**config.mk**
```make
export PLATFORM = sky130hd
export DESIGN_NAME = iomem_interconnect
export DESIGN_NICKNAME = d
export VERILOG_FILES = /design/src/rtl/iomem_interconnect.sv
export SDC_FILE = /design/constraint.sdc
export NUM_CORES = 1
export LEC_CHECK = 0
export CAP_MARGIN = 20
export CORE_ASPECT_RATIO = 1.1
export CORE_MARGIN = 2
export CORE_UTILIZATION = 45
export DETAILED_ROUTE_END_ITERATION = 12
export GPL_TIMING_DRIVEN = 0
export PLACE_DENSITY_LB_ADDON = 0.2
export SYNTH_ARGS = -nofsm -noshare
export SYNTH_HDL_FRONTEND = slang
export SYNTH_SLANG_ARGS = --single-unit
```
**constraint.sdc**
```tcl
create_clock -name clk -period 6.65 [get_ports clk]
set_clock_uncertainty 0.15 [all_clocks]
set_input_delay 0.9975 -clock clk [delete_from_list [all_inputs] [get_ports clk]]
set_output_delay 0.9975 -clock clk [all_outputs]
set_load 0.02 [all_outputs]
```
**src/rtl/iomem_interconnect.sv**
```systemverilog
// iomem_interconnect
//   N-slave router for the picosoc iomem bus. addr[31:24] is decoded against a
//   per-slave base table. A matching slave gets a one-hot s_valid until it
//   answers or the access times out. The status base is served internally.
//   Anything else is answered at once with ERR_RDATA. The response to the core
//   is always a registered, single-cycle iomem_ready with iomem_rdata.
//
// Ports
//   clk, resetn              clock, synchronous active-low reset
//   iomem_valid/ready        core request / one-cycle response strobe
//   iomem_wstrb/addr/wdata   core request payload (wstrb == 0 means read)
//   iomem_rdata              read data, zero whenever iomem_ready is low
//   s_valid[NUM_SLAVES]      one-hot slave request
//   s_ready[NUM_SLAVES]      slave completion, only the selected bit is used
//   s_wstrb/addr/wdata       combinational broadcast of the core payload
//   s_rdata[32*NUM_SLAVES]   slave i read data on bits [32i+31:32i]
//   bus_err_irq              one-cycle pulse per slave timeout
module iomem_interconnect #(
    parameter int          NUM_SLAVES     = 4,
    parameter logic [8*NUM_SLAVES-1:0] SLAVE_BASE = {8'h07, 8'h05, 8'h04, 8'h03},
    parameter logic [7:0]  STATUS_BASE    = 8'h0F,
    parameter int          TIMEOUT_CYCLES = 255,
    parameter logic [31:0] ERR_RDATA      = 32'h0000_0000
) (
    input  logic                     clk,
    input  logic                     resetn,
    input  logic                     iomem_valid,
    output logic                     iomem_ready,
    input  logic [3:0]               iomem_wstrb,
    input  logic [31:0]              iomem_addr,
    input  logic [31:0]              iomem_wdata,
    output logic [31:0]              iomem_rdata,
    output logic [NUM_SLAVES-1:0]    s_valid,
    input  logic [NUM_SLAVES-1:0]    s_ready,
    output logic [3:0]               s_wstrb,
    output logic [31:0]              s_addr,
    output logic [31:0]              s_wdata,
    input  logic [32*NUM_SLAVES-1:0] s_rdata,
    output logic                     bus_err_irq
);

    localparam int SEL_W = (NUM_SLAVES > 1) ? $clog2(NUM_SLAVES) : 1;
    localparam logic [15:0] TCNT_LAST = 16'(TIMEOUT_CYCLES - 1);

    typedef enum logic [1:0] {IDLE, ACCESS, RESP} state_t;

    state_t             state;
    logic [SEL_W-1:0]   sel;
    logic [15:0]        tcnt;
    logic [15:0]        tcount;
    logic               timeout_sticky;
    logic               unmapped_sticky;
    logic [31:0]        err_addr;

    logic               status_hit;
    logic               slave_hit;
    logic [SEL_W-1:0]   hit_idx;
    logic [31:0]        stat_rdata;
    logic               sel_ready;
    logic [31:0]        sel_rdata;

    assign s_wstrb = iomem_wstrb;
    assign s_addr  = iomem_addr;
    assign s_wdata = iomem_wdata;

    // Scan from the top index down so the lowest matching slave wins when
    // several table entries share a base.
    always_comb begin
        status_hit = (iomem_addr[31:24] == STATUS_BASE);
        slave_hit  = 1'b0;
        hit_idx    = '0;
        for (int i = NUM_SLAVES - 1; i >= 0; i--) begin
            if (iomem_addr[31:24] == SLAVE_BASE[8*i +: 8]) begin
                slave_hit = 1'b1;
                hit_idx   = SEL_W'(i);
            end
        end
    end

    always_comb begin
        sel_ready = 1'b0;
        sel_rdata = '0;
        for (int i = 0; i < NUM_SLAVES; i++) begin
            if (sel == SEL_W'(i)) begin
                sel_ready = s_ready[i];
                sel_rdata = s_rdata[32*i +: 32];
            end
        end
    end

    always_comb begin
        stat_rdata = '0;
        case (iomem_addr[7:0])
            8'h00:   stat_rdata = {tcount, 14'b0, unmapped_sticky, timeout_sticky};
            8'h04:   stat_rdata = err_addr;
            default: stat_rdata = '0;
        endcase
    end

    always_ff @(posedge clk) begin
        if (!resetn) begin
            state           <= IDLE;
            iomem_ready     <= 1'b0;
            iomem_rdata     <= '0;
            s_valid         <= '0;
            bus_err_irq     <= 1'b0;
            sel             <= '0;
            tcnt            <= '0;
            tcount          <= '0;
            timeout_sticky  <= 1'b0;
            unmapped_sticky <= 1'b0;
            err_addr        <= '0;
        end else begin
            iomem_ready <= 1'b0;
            bus_err_irq <= 1'b0;
            case (state)
                IDLE: begin
                    if (iomem_valid) begin
                        if (status_hit) begin
                            if (iomem_wstrb != 4'b0) begin
                                iomem_rdata <= '0;
                                if (iomem_addr[7:0] == 8'h00) begin
                                    tcount          <= '0;
                                    timeout_sticky  <= 1'b0;
                                    unmapped_sticky <= 1'b0;
                                end
                            end else begin
                                iomem_rdata <= stat_rdata;
                            end
                            iomem_ready <= 1'b1;
                            state       <= RESP;
                        end else if (slave_hit) begin
                            sel     <= hit_idx;
                            s_valid <= NUM_SLAVES'(1) << hit_idx;
                            tcnt    <= '0;
                            state   <= ACCESS;
                        end else begin
                            unmapped_sticky <= 1'b1;
                            err_addr        <= iomem_addr;
                            iomem_rdata     <= ERR_RDATA;
                            iomem_ready     <= 1'b1;
                            state           <= RESP;
                        end
                    end
                end
                ACCESS: begin
                    // A slave answering on the last allowed cycle still wins.
                    if (sel_ready) begin
                        s_valid     <= '0;
                        iomem_rdata <= sel_rdata;
                        iomem_ready <= 1'b1;
                        state       <= RESP;
                    end else if (tcnt == TCNT_LAST) begin
                        s_valid        <= '0;
                        iomem_rdata    <= ERR_RDATA;
                        timeout_sticky <= 1'b1;
                        err_addr       <= iomem_addr;
                        if (tcount != 16'hFFFF) tcount <= tcount + 16'd1;
                        bus_err_irq    <= 1'b1;
                        iomem_ready    <= 1'b1;
                        state          <= RESP;
                    end else begin
                        tcnt <= tcnt + 16'd1;
                    end
                end
                RESP: begin
                    // Spend one cycle here so IDLE never re-samples the
                    // request that was just answered.
                    iomem_rdata <= '0;
                    state       <= IDLE;
                end
                default: state <= IDLE;
            endcase
        end
    end

endmodule

```
Word-level counts from Yosys, hierarchy flattened. Index checks and enable logic that the tools add are counted. W data, S select, Z words.

Logic and storage cells: 133. Register bits after elaboration: 108.

$add $sub $neg: 2. Equality and inequality tests: 29. Bitwise gates (word level): 3. Shift operators: 1. Muxes and demuxes: 71. Reduce and logical (&&, ||, !) cells: 16.

Operators with widths (count): $mux W32 (15); $mux W16 (12); $pmux W32 S2 (2); $pmux W32 S3 (1); $pmux W16 S2 (2); $add A16 B1 Y16 const B (2); $eq A8 B3 Y1 const B (4); $ne A2 B2 Y1 const B (12); $mux W1 (21); $mux W4 (5); $mux W2 (9); $eq A16 B8 Y1 const B (1); $ne A16 B16 Y1 const B (1); $reduce_and A6 Y1 (2); $reduce_and A5 Y1 (2); $eq A8 B2 Y1 const B (1); $eq A8 B4 Y1 const B (1); $logic_not A8 Y1 (1); $pmux W4 S2 (1); $reduce_and A4 Y1 (2); $reduce_and A8 Y1 (1); $reduce_and A7 Y1 (1); $eq A2 B2 Y1 const B (3); $ne A3 B3 Y1 const B (2); 12 further kinds (18).

Logic depth before layout (Yosys ltp). Gate-level depths: netlist of the first run.

Word-level depth: 10. Mapped depth: 11. Gate-level depth less buffers: 8.

Worst setup path before layout of the first run. OpenSTA, ideal clock, no wires.

Path kind: input to register. Start: in iomem_addr[28]. End: reg s_valid[0]. Path buffers: 2. Stages: 8. Setup slack: 3.562 ns. Arrival time: 2.810 ns. Path through: or4_4 or3_1 buf_6 a22oi_4 nor2b_1 buf_4 mux2i_1 nor2_1.

Longest elaborated chain between the ends: 10.

RTL lines: from (decl) (line 30) `input logic [31:0] iomem_addr,`; $eq A8 B3 Y1 (line 73) `if (iomem_addr[31:24] == SLAVE_BASE[8*i +: 8]) begin`; $mux W2 (4 in a row) (line 73); $shl A1 B2 Y4 (line 134) `s_valid <= NUM_SLAVES'(1) << hit_idx;`; $mux W4 (line 132) `end else if (slave_hit) begin`; $mux W4 (line 119) `if (status_hit) begin`; $mux W4 (line 118) `if (iomem_valid) begin`; $pmux W4 S2 (line 116) `case (state)`; to (signal assigned) (line 134); to (decl) (line 33) `output logic [NUM_SLAVES-1:0] s_valid,`.

Parallel ways exist; a longest one is shown, timed or not. The select of a mux whose other input is x is not followed. A chain may end at the register's enable or synchronous reset.

Final worst setup path of the first run.
Start: in iomem_addr[24]. End: out s_addr[24].

RTL lines: to (decl) (line 36) `output logic [31:0] s_addr,`.

No word-level cell between the ends.

==> results.toml, run 1 <==
[run_status]
status = "complete, no violations"

[cts]
cts_root_buf = "clkbuf_16"
numCtsBuffers = 9
cts_tree = "built"
clockBufferDepth = 2
path_clk_slew_ps = 80
cts_resized = 0
worst_skew_pair.late_latency_ps = 350
clock_sinks = 108
cts_setup_buffers = 0
htreeDepth = 3
cts_hold_buf = 0

[final_layout]
layout-drive-gt1-share = 0.137
regArea_mm2 = 0.00216
area_growth_syn_to_layout_pct = 49.2
finalNetCount = 1236
multi_input_area_mm2 = 0.00364
final_core_util = 0.687
finalNonFillerCells = 1226
fillers = 1214

[global_routing]
antenna_found_initial = 2
grt_pass1_vias = 6399
gr-total-overflow = 0
grt_usage = 0.285
grt_pass1_wl_mm = 35.3
grt_max_degree = 21

[routing]
antenna_left = 0
vias = 6682
wl_per_cell_um = 19.0
drc = 0
drt-initial-drc-count = 577
drt-pass1-iter-count = 5
wl_mm = 23.3
viasPerCell = 5.45

[job]
maxCapViolCount = 0

[placed_design]
port_buffers = 273
gp_congestion = 0.906
dp_cells = 1208
detailedPlace.worstSlack_ps = 2780
place_hpwl_mm = 18.9

[yosys]
ys.flop_type = "dfxtp_1"
syn_area_mm2 = 0.00665
ys_top_cells_by_area = "dfxtp_1 (33%), mux4_2 (11%), mux2i_1 (9.2%), buf_4 (8.2%), nor2_1 (5.6%)"
synth_common_cells = "dfxtp_1 (108), nor2_1 (100), buf_4 (73)"
synth.distinct_cells = 53
synthCells = 743
synth-warning-count = 0
synth_edf_count = 0
synth.most_common_cell = "dfxtp_1"
synth_top_cell_by_area = "dfxtp_1"
ys_seq_area_frac = 0.325
synth_nets = 952
synth_top_area_share = 0.325
syn_avg_cell_area_um2 = 8.95
async_flop_share = 0
ys_ff_latch = 108

[timing]
final-max-slew-violation-count = 0
fmax_ghz = 0.283
finalHoldViolCount = 0
fin_ws_ps = 3120
slew_headroom = 0.451
post-route-period-util = 0.531
rsz0062_at_grt = "no"
setup_tns_ps = 0
period_minus_slack_ps = 3530
worst_pin_slew_ps = 824
setup_viol = 0

[worst_setup_path]
critPathRequiredTime_ps = 5500
path_max_fanout = 7
endpoint_kind = "primary output"
reg2reg_depth = 8
crit_arrival_ps = 2380
crit_type = "input pin to primary output"
startpoint_type = "input pin"

[pwr]
leakagePower_nw = 3.71
powerDensity_mw_per_mm2 = 156
max-vdd-ir-drop_uv = 116
p_total_w = 0.00155

[floorplan]
die_h_um = 131
chipWidth_um = 120
initial_core_util = 0.460
core_mm2 = 0.0144
fp.dieArea_mm2 = 0.0158
io_pins = 309
num_rows = 46

[worst_hold_path]
hold_path.class = "register to register"
min_path_cells = 2
## critical path, stage by stage
cell and delay [ps]:
clkdlybuf4s50_1 630, buf_4 160, clkdlybuf4s50_1 590
## sequential cells by signal, summed over array words and instances, names as in the netlist
register,cells
timeout_sticky,1
tcnt,16
tcount,16
iomem_ready,1
bus_err_irq,1
state,2
s_valid,4
iomem_rdata,32
unmapped_sticky,1
err_addr,32
sel,2
## final cells by class
class / count / area share
Multi-Input combinational cell: 498 / 0.367
Timing Repair Buffer: 273 / 0.275
Sequential cell: 108 / 0.218
Buffer: 130 / 0.0830
Tap cell: 192 / 0.0242
Clock buffer: 9 / 0.0227
Clock inverter: 7 / 0.00694
Inverter: 7 / 0.00265
Antenna cell: 2 / 0.000504
## where the power goes
group	internal [W]	total, W	leakage (nW)	switching, W
combinational	0.000202	0.000348	2.70	0.000146
clock	0.000264	0.000528	0.137	0.000265
sequential	0.000662	0.000671	0.876	0.00000920
total	0.00113	0.00155	3.71	0.000420
## stage by stage
step,area (um2),hold WS [ps]
6_report,9920,320
5_1_grt,9920,347
4_1_cts,9920,324
3_5_place_dp,9620,313
3_3_place_gp,9620,306
2_1_floorplan,6650,299
## cells in the final DEF (no fill, tap or decap), types with 3 or more instances in the layout
cell               n
nand4_1           20
and4_1             5
clkbuf_16          9
a31oi_1            7
nor4_1             8
buf_4             73
o21ai_0            3
o211ai_1           3
ha_1               6
mux4_2            33
dfxtp_1          108
inv_1              6
mux2i_1           61
buf_6              7
nand4b_1           6
nor2_1           100
or3_1              3
nor4b_1            3
nand2_1           38
or4_1              3
clkdlybuf4s50_1  273
o31ai_1           33
and2_1             6
buf_2              7
nor3_1             7
nand3_1           50
a2bb2oi_1          4
clkbuf_1          42
and3_1            11
xor2_1            15
a21oi_1           46
## layer usage
metal | up-vias | track usage | wire (um)
met5 | - | 0 | 0
met4 | 0 | 0.0732 | 435
met3 | 28 | 0.0747 | 2020
met2 | 274 | 0.487 | 11500
met1 | 3165 | 0.356 | 9350
li1 | 3215 | - | -
## path summary, 6_finish.rpt
kind                  startpoint              end  slack [ps]
setup / recovery  iomem_addr[24]       s_addr[24]        3120
hold / removal    iomem_rdata[4]   iomem_rdata[4]         320
setup reg to reg          sel[1]  iomem_rdata[10]        3640
hold reg to reg   iomem_rdata[4]   iomem_rdata[4]         320
## cell families after synthesis
kind of cell | count (synthesis) | synth area share
simple gates | 276 | 0.208
buf+inv | 137 | 0.128
flops | 108 | 0.325
compound gates | 107 | 0.104
mux | 94 | 0.204
xor+xnor | 15 | 0.0198
fa+ha+maj | 6 | 0.0113
Note: power is estimated with default switching activity, not from simulation.
==> run 2, diff against run 1 <==
--- a/config.mk
+++ b/config.mk
@@ -8,7 +8,7 @@
 export CAP_MARGIN = 20
 export CORE_ASPECT_RATIO = 1.1
 export CORE_MARGIN = 2
-export CORE_UTILIZATION = 45
+export CORE_UTILIZATION = 38
 export DETAILED_ROUTE_END_ITERATION = 12
 export GPL_TIMING_DRIVEN = 0
 export PLACE_DENSITY_LB_ADDON = 0.2
==> constraint.sdc (replaced) <==
create_clock -name clk -period 2.9 [get_ports clk]
set_clock_uncertainty 0.15 [all_clocks]
set_input_delay 0.435 -clock clk [delete_from_list [all_inputs] [get_ports clk]]
set_output_delay 0.435 -clock clk [all_outputs]
set_load 0.02 [all_outputs]
==> run 2 against run 1 <==
  * Combinational power up 130%
  * Via count down 1.2%
  * Critical path type is now input pin to register
  * Sequential share of layout area shrank 0.29 points
  * Clock-buffer cell count grew 1
  * Flip-flop and latch count is the same
  * Global-route usage fell by 4.7 points
  * Routed wire length decreased by 1.5%
  * Final area up 1.3%
  * Register-to-register slack lost 3400 ps
==> results.toml, run 2 (synthesis results as in run 1) <==
[timing]
fin_ws_ps = 83.7
hold_ws_ps = 276
finalHoldViolCount = 0
worst_pin_slew_ps = 863
fmax_ghz = 0.355
rsz0062_at_grt = "no"
setup_viol = 0
period_minus_slack_ps = 2820
post-route-period-util = 0.971
final-max-slew-violation-count = 0
slew_headroom = 0.425

[final_layout]
layout-drive-gt1-share = 0.144
layout_commonest_cell = "clkdlybuf4s50_1"
reg.largest.list = "err_addr x32, iomem_rdata x32"
n_antenna_cell = 0
fillers = 1567
finalNetCount = 1238
layout_common_cells = "clkdlybuf4s50_1 (271), dfxtp_1 (108), nor2_1 (100), buf_4 (78), mux2i_1 (61)"
area_growth_syn_to_layout_pct = 51.2
final_area_mm2 = 0.0101

[routing]
antenna_left = 0
wl_per_cell_um = 18.1
drc = 0
drt-pass1-iter-count = 5
vias = 6600
wl_mm = 23.0
viasPerCell = 5.21
drt-initial-drc-count = 596

[cts]
cts_tree = "built"
path_clk_slew_ps = 70
worst_skew_pair.late_latency_ps = 360
htreeDepth = 3
clock_sinks = 108
cts_root_buf = "clkbuf_16"
numCtsBuffers = 9
clockBufferDepth = 2

[worst_setup_path]
crit_arrival_ps = 2900
critical-path-max-stage-delay_ps = 560
critPathRequiredTime_ps = 2990
cp_slowest_cell = "or4_4"
startpoint_type = "input pin"
cp_cell_sequence = "clkdlybuf4s50_1 > or4_4 > or3_1 > buf_6 > a22oi_4 > nor2b_4 > buf_4 > mux2i_1 > nor2_1"
endpoint_kind = "register"
crit_type = "input pin to register"
path_max_fanout = 8

[job]
maxCapViolCount = 0

[placed_design]
detailedPlace.worstSlack_ps = -373
place_area_mm2 = 0.00967
port_buffers = 273
place_hpwl_mm = 18.5
gp_congestion = 0.920

[global_routing]
gr-total-overflow = 0
grt_max_degree = 18
grt_pass1_vias = 6334
grt_usage = 0.238
antenna_found_initial = 0
grt_pass1_wl_mm = 33.9

[pwr]
max-vdd-ir-drop_uv = 227
leakagePower_nw = 3.76
powerDensity_mw_per_mm2 = 368

[floorplan]
chipWidth_um = 130
io_pins = 309
fp.dieArea_mm2 = 0.0186
die_h_um = 143
initial_core_util = 0.389
num_rows = 50
core_mm2 = 0.0171

[worst_hold_path]
hold_path.class = "input pin to register"

[run_status]
status = "complete, no violations"
## run 2: cell count changes in the layout (fill, tap and decap cells not counted), moves of 2 or more
cell	before	now
buf_4	73	78
buf_2	7	5
bufinv_16	0	2
clkbuf_1	42	40
clkdlybuf4s50_1	273	271
diode_2	2	0
dlymetal6s2s_1	0	2
inv_6	2	0
## run 2: critical path: cells and delay by family
| kind | cells | cell delay (ps) |
|---|---|---|
| mux | 1 | 200 |
| buf+inv | 3 | 790 |
| compound gates | 1 | 290 |
| simple gates | 4 | 1190 |
## run 2: per-layer routing
| layer | vias up | wire length [um] | global-route usage |
|---|---|---|---|
| met5 | - | 0 | 0 |
| met1 | 3126 | 9320 | 0.291 |
| met4 | 0 | 545 | 0.0894 |
| met2 | 234 | 11600 | 0.418 |
| met3 | 35 | 1540 | 0.0382 |
| li1 | 3205 | - | - |
## run 2: where the power goes
part           switching [W]  internal, W
clock network       0.000580     0.000779
registers          0.0000199      0.00152
logic               0.000330     0.000468
total               0.000930      0.00277
## run 2: what timing repair did
action,in CTS,in global routing
pin swaps,0,2
endpoints found under the setup margin,28,46
hold buffers,0,0
resized for setup,1,12
hold endpoints to repair,0,0
buffers inserted,0,3
## run 2: final timing paths
path	from	end	slack, ps	cells past startpoint
hold / removal	iomem_addr[28]	err_addr[28]	280	3
setup / recovery	iomem_addr[30]	s_valid[3]	80	9
hold reg to reg	iomem_rdata[13]	iomem_rdata[13]	320	2
setup reg to reg	sel[0]	iomem_rdata[12]	230	8
## run 2: stage by stage
step | total power (W) | util | instances | setup TNS (ps)
2_1_floorplan | 0.00195 | - | 743 | 0
3_3_place_gp | 0.00236 | 0.566 | 1250 | -22840
3_5_place_dp | 0.00236 | 0.566 | 1250 | -25270
4_1_cts | 0.00370 | 0.586 | 1266 | 0
5_1_grt | 0.00382 | 0.589 | 1268 | 0
6_report | 0.00370 | 0.589 | 1268 | 0
## run 2: layout make-up
class | count | area [um2] | area share
flip-flops and latches | 108 | 2160 | 0.215
inverters | 7 | 26.3 | 0.00261
well taps | 234 | 293 | 0.0291
multi-input cells | 498 | 3660 | 0.364
plain buffers | 129 | 826 | 0.0821
repair buffers | 276 | 2760 | 0.275
clock inverters | 6 | 87.6 | 0.00871
clock buffers | 10 | 239 | 0.0238
==> run 3, diff against run 2 <==
--- a/config.mk
+++ b/config.mk
@@ -6,12 +6,12 @@
 export NUM_CORES = 1
 export LEC_CHECK = 0
 export CAP_MARGIN = 20
-export CORE_ASPECT_RATIO = 1.1
 export CORE_MARGIN = 2
 export CORE_UTILIZATION = 38
 export DETAILED_ROUTE_END_ITERATION = 12
 export GPL_TIMING_DRIVEN = 0
 export PLACE_DENSITY_LB_ADDON = 0.2
+export SLEW_MARGIN = 0
 export SYNTH_ARGS = -nofsm -noshare
 export SYNTH_HDL_FRONTEND = slang
 export SYNTH_SLANG_ARGS = --single-unit
==> run 3 against run 2 <==
  * Global-route usage is 0.053 points higher
  * Total power is 0.13% higher
  * Final area fell by 0.21%
  * Sequential share of layout area about the same
  * Sequential power hardly changed
  * Critical endpoint is now iomem_rdata[19]
  * Largest cell class unchanged
  * Largest power group unchanged
==> results.toml, run 3 (synthesis results as in run 1) <==
[cts]
cts_hold_buf = 0
cts_tree = "built"
htreeDepth = 3
cts_root_buf = "clkbuf_16"
path_clk_slew_ps = 70
worst_skew_pair.late_latency_ps = 360
clockBufferDepth = 2
clock_sinks = 108
numCtsBuffers = 9

[job]
maxCapViolCount = 0

[final_layout]
area_growth_syn_to_layout_pct = 50.9
finalNonFillerCells = 1258
layout_commonest_cell = "clkdlybuf4s50_1"
layout_common_cells = "clkdlybuf4s50_1 (272), dfxtp_1 (108), nor2_1 (100), buf_4 (76), mux2i_1 (61)"
n_antenna_cell = 0
finalNetCount = 1237
layout-drive-gt1-share = 0.142
reg.largest.list = "err_addr x32, iomem_rdata x32"

[timing]
final-max-slew-violation-count = 0
worst_pin_slew_ps = 855
setup_viol = 0
post-route-period-util = 0.968
slew_headroom = 0.430
hold_ws_ps = 292
fin_ws_ps = 93.1
rsz0062_at_grt = "no"
finalHoldViolCount = 0
period_minus_slack_ps = 2810
fmax_ghz = 0.356

[routing]
drt-pass1-iter-count = 5
wl_per_cell_um = 18.3
antenna_left = 0
wl_mm = 23.0
drt-initial-drc-count = 512
vias = 6556
drc = 0
viasPerCell = 5.21

[global_routing]
grt_usage = 0.238
grt_max_degree = 19
gr-total-overflow = 0
grt_pass1_vias = 6156
antenna_found_initial = 0
grt_pass1_wl_mm = 34.0

[worst_setup_path]
cp_slowest_cell = "or4_4"
startpoint_type = "input pin"
crit_type = "input pin to register"
cp_cell_sequence = "clkdlybuf4s50_1 > or4_4 > or3_1 > buf_6 > a21oi_1 > or3_1 > buf_4 > buf_2 > o31ai_1"
crit_arrival_ps = 2880
critPathLaunch = "iomem_addr[30]"
path_max_fanout = 10
r2r-start = "sel[0]"
endpoint_kind = "register"
critPathRequiredTime_ps = 2980
critPathTopFamily = "simple AND/OR/NAND/NOR gates"
crit_top_cell = "or3_1"
critical-path-max-stage-delay_ps = 560
cp_num_buf_inv = 4

[placed_design]
gp_congestion = 0.824
detailedPlace.worstSlack_ps = -462
port_buffers = 273
place_hpwl_mm = 18.6
dp_cells = 1241

[run_status]
status = "complete, no violations"

[floorplan]
core_mm2 = 0.0172
initial_core_util = 0.387
fp.dieArea_mm2 = 0.0186
die_h_um = 136
num_rows = 48
chipWidth_um = 136
io_pins = 309

[pwr]
p_total_w = 0.00370
leakagePower_nw = 3.76
max-vdd-ir-drop_uv = 344
powerDensity_mw_per_mm2 = 369

[worst_hold_path]
hold_path.class = "input pin to register"
hold_start = "iomem_addr[28]"
==> run 3: cell count changes in the layout (fill, tap and decap cells not counted), sizes merged <==
| cell | before | now |
|---|---|---|
| dlymetal6s2s | 2 | 1 |
| clkdlybuf4s50 | 271 | 272 |
| clkinv | 2 | 3 |
| inv | 6 | 8 |
| clkbuf | 51 | 52 |
| clkinvlp | 3 | 0 |
| buf | 91 | 89 |
==> run 3: cell type report <==
| class | instances | area [um2] |
|---|---|---|
| repair buffers | 275 | 2750 |
| well taps | 225 | 282 |
| fillers | 1527 | 7140 |
| multi-input cells | 498 | 3650 |
| clock buffers | 10 | 239 |
| clock inverters | 6 | 95.1 |
| flip-flops and latches | 108 | 2160 |
| inverters | 7 | 26.3 |
| plain buffers | 129 | 826 |
==> run 3: power by group <==
group / switching [W] / total, W / internal [W] / leakage (nW)
registers: 0.0000196 / 0.00154 / 0.00152 / 0.876
clock network: 0.000578 / 0.00137 / 0.000790 / 0.164
logic: 0.000328 / 0.000794 / 0.000466 / 2.72
==> run 3: stage by stage <==
stage	util	TNS [ps]	instance area, um2
floorplan	-	0	6650
global placement	0.563	-23550	9660
detailed placement	0.563	-24250	9660
CTS	0.583	0	10000
global route	0.584	0	10000
finish	0.584	0	10000
==> run 3: per-layer routing <==
| metal | up-vias | track usage | wire, um |
|---|---|---|---|
| met5 | - | 0 | 0 |
| met4 | 0 | 0.0480 | 258 |
| met3 | 17 | 0.0548 | 1760 |
| met2 | 233 | 0.408 | 11400 |
| met1 | 3101 | 0.308 | 9560 |
| li1 | 3205 | - | - |
==> run 3: tightest hold or removal path, cell delays in order <==
cell and delay [ps]:
dlymetal6s2s_1 160, mux2i_1 90, nor2_1 70
==> run 3: final timing paths <==
check | endpoint | slack (ps) | depth (start not counted)
worst min-delay path | err_addr[28] | 290 | 3
worst max-delay path | iomem_rdata[19] | 90 | 9
worst max register to register | tcount[5] | 190 | 7
worst min register to register | iomem_rdata[14] | 320 | 2
==> run 3: what timing repair did <==
item,CTS,global route
pin swaps,0,1
buffers inserted,0,2
gates resized for setup,2,7
endpoints found under the setup margin,42,45
